--- config.mk ---
export PLATFORM = sky130hd
export DESIGN_NAME = avalon_st_packet_arbiter
export DESIGN_NICKNAME = d
export VERILOG_FILES = /design/src/rtl/avalon_st_packet_arbiter_pkg.sv /design/src/rtl/avalon_st_packet_arbiter_rr_arbiter.sv /design/src/rtl/avalon_st_packet_arbiter.sv
export SDC_FILE = /design/constraint.sdc
export NUM_CORES = 1
export LEC_CHECK = 0
export CORE_AREA = 2 2 87 89
export CTS_CLUSTER_DIAMETER = 50
export CTS_CLUSTER_SIZE = 16
export DETAILED_ROUTE_END_ITERATION = 10
export DIE_AREA = 0 0 89 91
export PLACE_DENSITY = 0.78
export REMOVE_ABC_BUFFERS = 1
export SYNTH_ARGS = -nofsm -noshare
export SYNTH_HDL_FRONTEND = slang
export SYNTH_SLANG_ARGS = --single-unit
export TNS_END_PERCENT = 10
--- constraint.sdc ---
create_clock -name clk -period 4 [get_ports clk]
set_input_delay 0.8 -clock clk [delete_from_list [all_inputs] [get_ports clk]]
set_output_delay 0.8 -clock clk [all_outputs]
set_load 0.05 [all_outputs]
--- src/rtl/avalon_st_packet_arbiter_pkg.sv ---
// Shared widths and state encoding for the Avalon-ST packet arbiter.
package avalon_st_packet_arbiter_pkg;

    localparam int DATA_W    = 32;
    localparam int ERR_W     = 6;
    localparam int EMPTY_W   = 2;
    localparam int PAYLOAD_W = DATA_W + ERR_W + 2 + EMPTY_W;

    typedef enum logic {
        IDLE = 1'b0,
        BUSY = 1'b1
    } state_t;

endpackage

--- src/rtl/avalon_st_packet_arbiter_rr_arbiter.sv ---
// Combinational round-robin picker: the first set request strictly after rr_ptr wins.
module rr_arbiter #(
    parameter int NUM_IN = 4,
    parameter int CHAN_W = $clog2(NUM_IN)
) (
    input  logic [NUM_IN-1:0] req,
    input  logic [CHAN_W-1:0] rr_ptr,
    output logic [NUM_IN-1:0] grant,
    output logic [CHAN_W-1:0] grant_idx
);

    logic              found;
    logic [CHAN_W-1:0] cand;

    // Scan from rr_ptr+1 around to rr_ptr itself, so the last winner has lowest priority.
    always_comb begin
        grant     = '0;
        grant_idx = '0;
        found     = 1'b0;
        cand      = '0;
        for (int k = 1; k <= NUM_IN; k++) begin
            cand = CHAN_W'((int'(rr_ptr) + k) % NUM_IN);
            if (!found && req[cand]) begin
                found       = 1'b1;
                grant_idx   = cand;
                grant[cand] = 1'b1;
            end
        end
    end

endmodule

--- src/rtl/avalon_st_packet_arbiter.sv ---
// Packet-granular round-robin arbiter sharing one Avalon-ST link between NUM_IN sources.
module avalon_st_packet_arbiter
    import avalon_st_packet_arbiter_pkg::*;
#(
    parameter int NUM_IN = 4,
    parameter int CHAN_W = $clog2(NUM_IN)
) (
    input  logic                        clk,
    input  logic                        reset_n,
    input  logic [NUM_IN-1:0]           in_valid,
    output logic [NUM_IN-1:0]           in_ready,
    input  logic [NUM_IN*DATA_W-1:0]    in_data,
    input  logic [NUM_IN*ERR_W-1:0]     in_error,
    input  logic [NUM_IN-1:0]           in_startofpacket,
    input  logic [NUM_IN-1:0]           in_endofpacket,
    input  logic [NUM_IN*EMPTY_W-1:0]   in_empty,
    input  logic                        out_ready,
    output logic                        out_valid,
    output logic [DATA_W-1:0]           out_data,
    output logic [ERR_W-1:0]            out_error,
    output logic                        out_startofpacket,
    output logic                        out_endofpacket,
    output logic [EMPTY_W-1:0]          out_empty,
    output logic [CHAN_W-1:0]           out_channel,
    output logic                        proto_err,
    input  logic                        proto_err_clr
);

    state_t              state_q, state_d;
    logic [CHAN_W-1:0]   grant_q, grant_d;
    logic [CHAN_W-1:0]   rr_ptr_q, rr_ptr_d;
    logic                mid_pkt_q, mid_pkt_d;
    logic                proto_err_q, proto_err_d;

    logic [NUM_IN-1:0]    req;
    logic [NUM_IN-1:0]    arb_onehot;
    logic [CHAN_W-1:0]    arb_idx;
    logic [PAYLOAD_W-1:0] payload [NUM_IN];
    logic [PAYLOAD_W-1:0] sel_payload;
    logic                 accept;

    assign req = in_valid & in_startofpacket;

    rr_arbiter #(
        .NUM_IN (NUM_IN),
        .CHAN_W (CHAN_W)
    ) u_rr_arbiter (
        .req       (req),
        .rr_ptr    (rr_ptr_q),
        .grant     (arb_onehot),
        .grant_idx (arb_idx)
    );

    always_comb begin
        for (int i = 0; i < NUM_IN; i++) begin
            payload[i] = {in_data[i*DATA_W +: DATA_W],
                          in_error[i*ERR_W +: ERR_W],
                          in_startofpacket[i],
                          in_endofpacket[i],
                          in_empty[i*EMPTY_W +: EMPTY_W]};
        end
    end

    assign sel_payload = payload[grant_q];
    assign {out_data, out_error, out_startofpacket, out_endofpacket, out_empty} = sel_payload;
    assign out_channel = grant_q;
    assign proto_err   = proto_err_q;

    // The granted source is wired straight through; IDLE is the mandatory bubble cycle.
    always_comb begin
        out_valid = 1'b0;
        in_ready  = '0;
        accept    = 1'b0;
        if (state_q == BUSY) begin
            out_valid         = in_valid[grant_q];
            in_ready[grant_q] = out_ready;
            accept            = in_valid[grant_q] & out_ready;
        end
    end

    always_comb begin
        state_d     = state_q;
        grant_d     = grant_q;
        rr_ptr_d    = rr_ptr_q;
        mid_pkt_d   = mid_pkt_q;
        proto_err_d = proto_err_q & ~proto_err_clr;
        case (state_q)
            IDLE: begin
                if (|(in_valid & ~in_startofpacket)) begin
                    proto_err_d = 1'b1;
                end
                if (|arb_onehot) begin
                    grant_d   = arb_idx;
                    mid_pkt_d = 1'b0;
                    state_d   = BUSY;
                end
            end
            BUSY: begin
                if (accept) begin
                    mid_pkt_d = 1'b1;
                    // A second sop inside a packet means the source dropped an eop.
                    if (mid_pkt_q && out_startofpacket) begin
                        proto_err_d = 1'b1;
                    end
                    if (out_endofpacket) begin
                        rr_ptr_d = grant_q;
                        state_d  = IDLE;
                    end
                end
            end
        endcase
    end

    always_ff @(posedge clk or negedge reset_n) begin
        if (!reset_n) begin
            state_q     <= IDLE;
            grant_q     <= '0;
            rr_ptr_q    <= CHAN_W'(NUM_IN - 1);
            mid_pkt_q   <= 1'b0;
            proto_err_q <= 1'b0;
        end else begin
            state_q     <= state_d;
            grant_q     <= grant_d;
            rr_ptr_q    <= rr_ptr_d;
            mid_pkt_q   <= mid_pkt_d;
            proto_err_q <= proto_err_d;
        end
    end

endmodule

After elaboration in Yosys (flattened, before gate mapping)
Cells that the tools add are included.
Word-level totals
  word-level logic and storage cells: 99
  output and inout bits: 50
  register bits after elaboration: 7
  input bits: 176
Cells by class
  multiplexer cells: 48
  reduce and logical (&&, ||, !) cells: 17
  bitwise logic cells: 12
  add/sub/neg operators: 4
  magnitude comparators: 11
  equal/unequal tests: 2
Operators by type and width (count)
  $bmux 42 s2: 1
  $mux 42: 2
  $mux 1: 23
  $mux 4: 5
  $lt 2x3->1 const B: 5
  $and 4x4->4: 3
  $or 4x4->4: 3
  $bmux 1 s2: 5
  $demux 1 s2: 5
  $ge 2x1->1 const B: 5
  $logic_and 1x1->1: 9
  $mux 2: 4
  $reduce_or 4->1: 2
  $pmux 1 s2: 3
  $add 2x1->2 const B: 2
  $add 2x2->2 const B: 2
  $not 4->4: 1
  $reduce_and 2->1: 2
  $ge 3x3->1 const B: 1
  $logic_not 1->1: 3
  $not 2->3: 1
  $reduce_and 3->1: 1
  $and 1x1->1: 2
  $ne 2x1->1 const B: 1
  other kinds (2): 3

Logic depth before layout (Yosys ltp)
  depth after elaboration: 16
  gate-level depth with buffers: 7
  gate-level depth less buffers: 7

Modules after synthesis
Synthesis repeated with hierarchy kept, for this count alone.
Unflattened totals
  cell total of the unflattened synthesis: 150
  area total of the unflattened synthesis: 1958.1 um2
By module, submodules not included
  avalon_st_packet_arbiter: area an instance 1467.7 um2, times used 1, cells each 91, seq. area each 177.7 um2
  rr_arbiter: area an instance 490.5 um2, times used 1, cells each 59, seq. area each 0.0 um2

Least setup slack after synthesis
Ideal clock, no wire load.
  path type: reg-to-output
  start point: reg grant_q[0] (netlist: out_channel[0])
  end point: out in_ready[1]
  setup slack: 0.781 ns
  data required time: 3.200 ns
  data arrival time: 2.419 ns
  cell stages (with the launch flop): 5
  path through: dfrtp_1 buf_2 buf_2 inv_1 nor3_1
Between the ends
  word-level cells in the longest chain between the ends: 6
  elaborated cells between the ends (all ways): 7
  classes of those cells: order compare: 2; mux: 3; bitwise: 1; reduce/logical: 1
RTL lines
  from (decl): RTL line avalon_st_packet_arbiter.sv:30  | logic [CHAN_W-1:0] grant_q, grant_d;
  from (signal assigned): RTL line avalon_st_packet_arbiter.sv:123  | grant_q <= grant_d;
  $lt 2x3->1 (not written as such) or $ge 2x1->1 (tied branches): RTL line avalon_st_packet_arbiter.sv:76  | in_ready[grant_q] = out_ready;
  $logic_and 1x1->1 (not written as such): RTL line avalon_st_packet_arbiter.sv:76
  $mux 1 (not written as such): RTL line avalon_st_packet_arbiter.sv:76
  $demux 1 s2 (*): RTL line avalon_st_packet_arbiter.sv:76
  $and 4x4->4 (no line) (*)
  $mux 4 (*): RTL line avalon_st_packet_arbiter.sv:74  | if (state_q == BUSY) begin
  to (decl): RTL line avalon_st_packet_arbiter.sv:11  | output logic [NUM_IN-1:0] in_ready,
Mark *: on every way between the ends. The rest lies on a longest branch, timed or not.

Final worst setup path
  start point: in in_valid[0]
  end point: out out_valid
Between the ends
  word-level cells in the longest chain between the ends: 3
RTL lines
  from (decl): RTL line avalon_st_packet_arbiter.sv:10  | input logic [NUM_IN-1:0] in_valid,
  $bmux 1 s2: RTL line avalon_st_packet_arbiter.sv:75  | out_valid = in_valid[grant_q];
  $mux 1 (not written as such): RTL line avalon_st_packet_arbiter.sv:75
  $mux 1: RTL line avalon_st_packet_arbiter.sv:74
  to (decl): RTL line avalon_st_packet_arbiter.sv:18  | output logic out_valid,
Every way passes these cells. The select of a mux whose other input is x is not followed.

==> impl_metrics.yaml <==
outcome:
  outcome: "completed"
placement:
  portBuffers: 225
  dp_hpwl_mm: 7.80
  place.gp.congestion: 0.861
  place_area_sq_um: 4120
finish:
  drive_gt1_share_pct: 17.1
  final_area_sq_um: 4160
  fin_nets: 547
  fin_util_pct: 58.3
  diodes: 0
  area_delta_synth_final_pct: 138
global_route:
  grt_pass1_vias: 2410
  met2_usage_pct: 38.2
  grt_overflow_total: 0
  top_usage_layer: "met2"
  grt_util_met3_pct: 4.27
  grt_pass1_wl_mm: 13.4
  use_met1_pct: 27.0
  grt_max_degree: 27
  grtUsageTotal_pct: 21.5
  antenna_found_initial: 0
die:
  die_h_microns: 91
  rows: 31
  core_region_area_sq_um: 7140
  die-area_sq_um: 8100
  die_w_microns: 89
  pin_count: 226
  start_util_pct: 24.6
critical_path:
  crit_path_max_fanout: 6
  critPathKind: "in2out"
  crit_path_top_delay_cell: "clkdlybuf4s50_1"
  worstPathArrival_ns: 2.76
  required_ns: 3.20
  crit_top_cell: "clkdlybuf4s50_1"
  crit_chain: "clkdlybuf4s50_1, mux4_1, and2_1, clkdlybuf4s50_1"
  end_kind: "primary output"
  startpoint_type: "input pin"
  critPathMaxStageDelay_ns: 0.70
sta:
  period_share_pct: 89.0
  clock.fmax_mhz: 281
  fin_skew_ns: 0.00729
  period_needed_ns: 3.56
  slew_viol_final: 0
  rsz0062_at_grt: "no"
  finalSetupViolCount: 0
  tightest_slew_ns: 0.612
  slew_headroom_pct: 59.2
  hold_violations: 0
power:
  p_per_area_nw_per_um2: 693
  vdd_drop_max_uv: 366
  p_total_uw: 2890
  p_leak_uw: 0.00155
synthesis:
  synth_cells: 140
  netlist_area_sq_um: 1750
  avgSynthCellArea_sq_um: 12.5
  ys.warnings.count: 0
  synth_cell_types: 38
  async_reset_ff_share_pct: 100
  yosysSeqAreaShare_pct: 10.1
  ys_ff_latch: 7
  synth_edf_count: 0
  synth_ff_type: "dfrtp_1"
detailed_routing:
  drtIter0Drc: 63
  ant_nets: 0
  wirelength_mm: 9.16
  via_per_inst: 4.98
  drc: 0
  first_pass_iters: 4
  wl_per_cell_microns: 19.9
  vias: 2294
clock_tree:
  clk_latency_ns: 0.23
  h-tree-depth: 1
  clock-root-buffer: "clkbuf_8"
  cts_sinks: 7
  hold_buffers: 0
  cts_tree: "yes"
  cts.reportedPaths.clkPinSlew_ns: 0.04
  cts_resized: 0
  post-cts-setup-buffer-count: 0
  cts_made_buffers: 3
  cts.path.max_buffers: 2
min_path:
  hold_path.class: "reg2reg"
job:
  max_cap_violations: 0
-- worst paths after layout --
| path | endpoint | slack [ns] | start | cells past startpoint |
|---|---|---|---|---|
| worst min-delay path | proto_err | 0.52 | mid_pkt_q | 2 |
| max in group asynchronous | rr_ptr_q[0] | 2.89 | reset_n | 1 |
| worst max-delay path | out_valid | 0.44 | in_valid[0] | 4 |
| worst max register to register | out_channel[1] | 1.47 | rr_ptr_q[0] | 5 |
| worst min register to register | proto_err | 0.52 | mid_pkt_q | 2 |
| min in group asynchronous | state_q | 0.83 | reset_n | 1 |
-- cell usage after synthesis, types with 2 or more instances --
| library cell | count | area share, % |
|---|---|---|
| mux4_2 | 42 | 54 |
| inv_1 | 10 | 2.1 |
| ha_1 | 8 | 5.7 |
| nand2_1 | 7 | 1.5 |
| clkbuf_1 | 6 | 1.3 |
| nand3_1 | 6 | 1.7 |
| a21oi_1 | 5 | 1.4 |
| buf_2 | 5 | 1.4 |
| dfrtp_1 | 5 | 7.1 |
| o21ai_0 | 4 | 1.1 |
| nand2_2 | 3 | 1.1 |
| nor2_1 | 3 | 0.64 |
| a211oi_1 | 2 | 0.86 |
| a22oi_1 | 2 | 0.86 |
| dfstp_2 | 2 | 3.0 |
| mux2_4 | 2 | 1.7 |
| mux2i_1 | 2 | 1.1 |
| mux4_1 | 2 | 3.0 |
| nand4_1 | 2 | 0.71 |
| nor3_1 | 2 | 0.57 |
| nor4_1 | 2 | 0.71 |
| o211ai_1 | 2 | 0.86 |
-- cell families after synthesis --
logic type               after synthesis  synth area share, %
flip-flops                             7                 10.1
adder cells (fa/ha/maj)                8                 5.71
buffers and inverters                 22                 5.07
AO/OA/AOI/OAI                         26                 10.4
AND/OR/NAND/NOR                       28                 8.21
multiplexers                          49                 60.5
-- placed cells by master, fill, tap and decap left out, types with 3 or more instances in the layout --
master / n
clkdlybuf4s50_1: 225
nand2_1: 7
ha_1: 8
nand2_2: 3
dfrtp_1: 3
a21oi_1: 5
inv_1: 10
mux4_2: 42
buf_4: 5
nor2_1: 3
clkbuf_8: 3
o21ai_0: 4
nand3_1: 6
-- critical path, delay by kind of cell --
kind | cells | cell delay (ns)
simple gates | 1 | 0.18
buf+inv | 2 | 1.22
mux | 1 | 0.56
-- sequential cells by signal, indices dropped and copies added (netlist names) --
register and cells:
state_q 1, mid_pkt_q 1, proto_err 1, out_channel 2
rr_ptr_q 2
-- power by group --
part	total, uW	switching, uW	leakage [uW]	internal, uW
Combinational	2530	1430	0.00145	1100
Clock	100	32.7	0.0000255	67.6
Sequential	252	140	0.0000755	112
-- per-stage QoR --
stage / hold slack (ns) / setup WS (ns) / TNS [ns] / instances
6_report: 0.520 / 0.441 / 0 / 461
3_3_place_gp: 0.497 / 0.450 / 0 / 457
4_1_cts: 0.523 / 0.438 / 0 / 461
2_1_floorplan: 0.477 / -0.316 / -0.316 / 128
3_5_place_dp: 0.502 / 0.439 / 0 / 457
5_1_grt: 0.568 / 0.400 / 0 / 461
-- area by class of cell --
type | instances | area (sq um)
Sequential cell | 7 | 180
Clock buffer | 3 | 41.3
Timing Repair Buffer | 230 | 2290
Clock inverter | 1 | 5.00
Inverter | 10 | 37.5
Fill cell | 617 | 2970
Tap cell | 99 | 124
Multi-Input combinational cell | 111 | 1490
-- layer usage --
layer	routed length [microns]	up-vias	share of wire, %
li1	-	1050	-
met4	127	0	1.4
met5	0	-	0
met2	4710	114	51
met3	783	8	8.5
met1	3540	1122	39
Power figures use the tool's default switching activity.
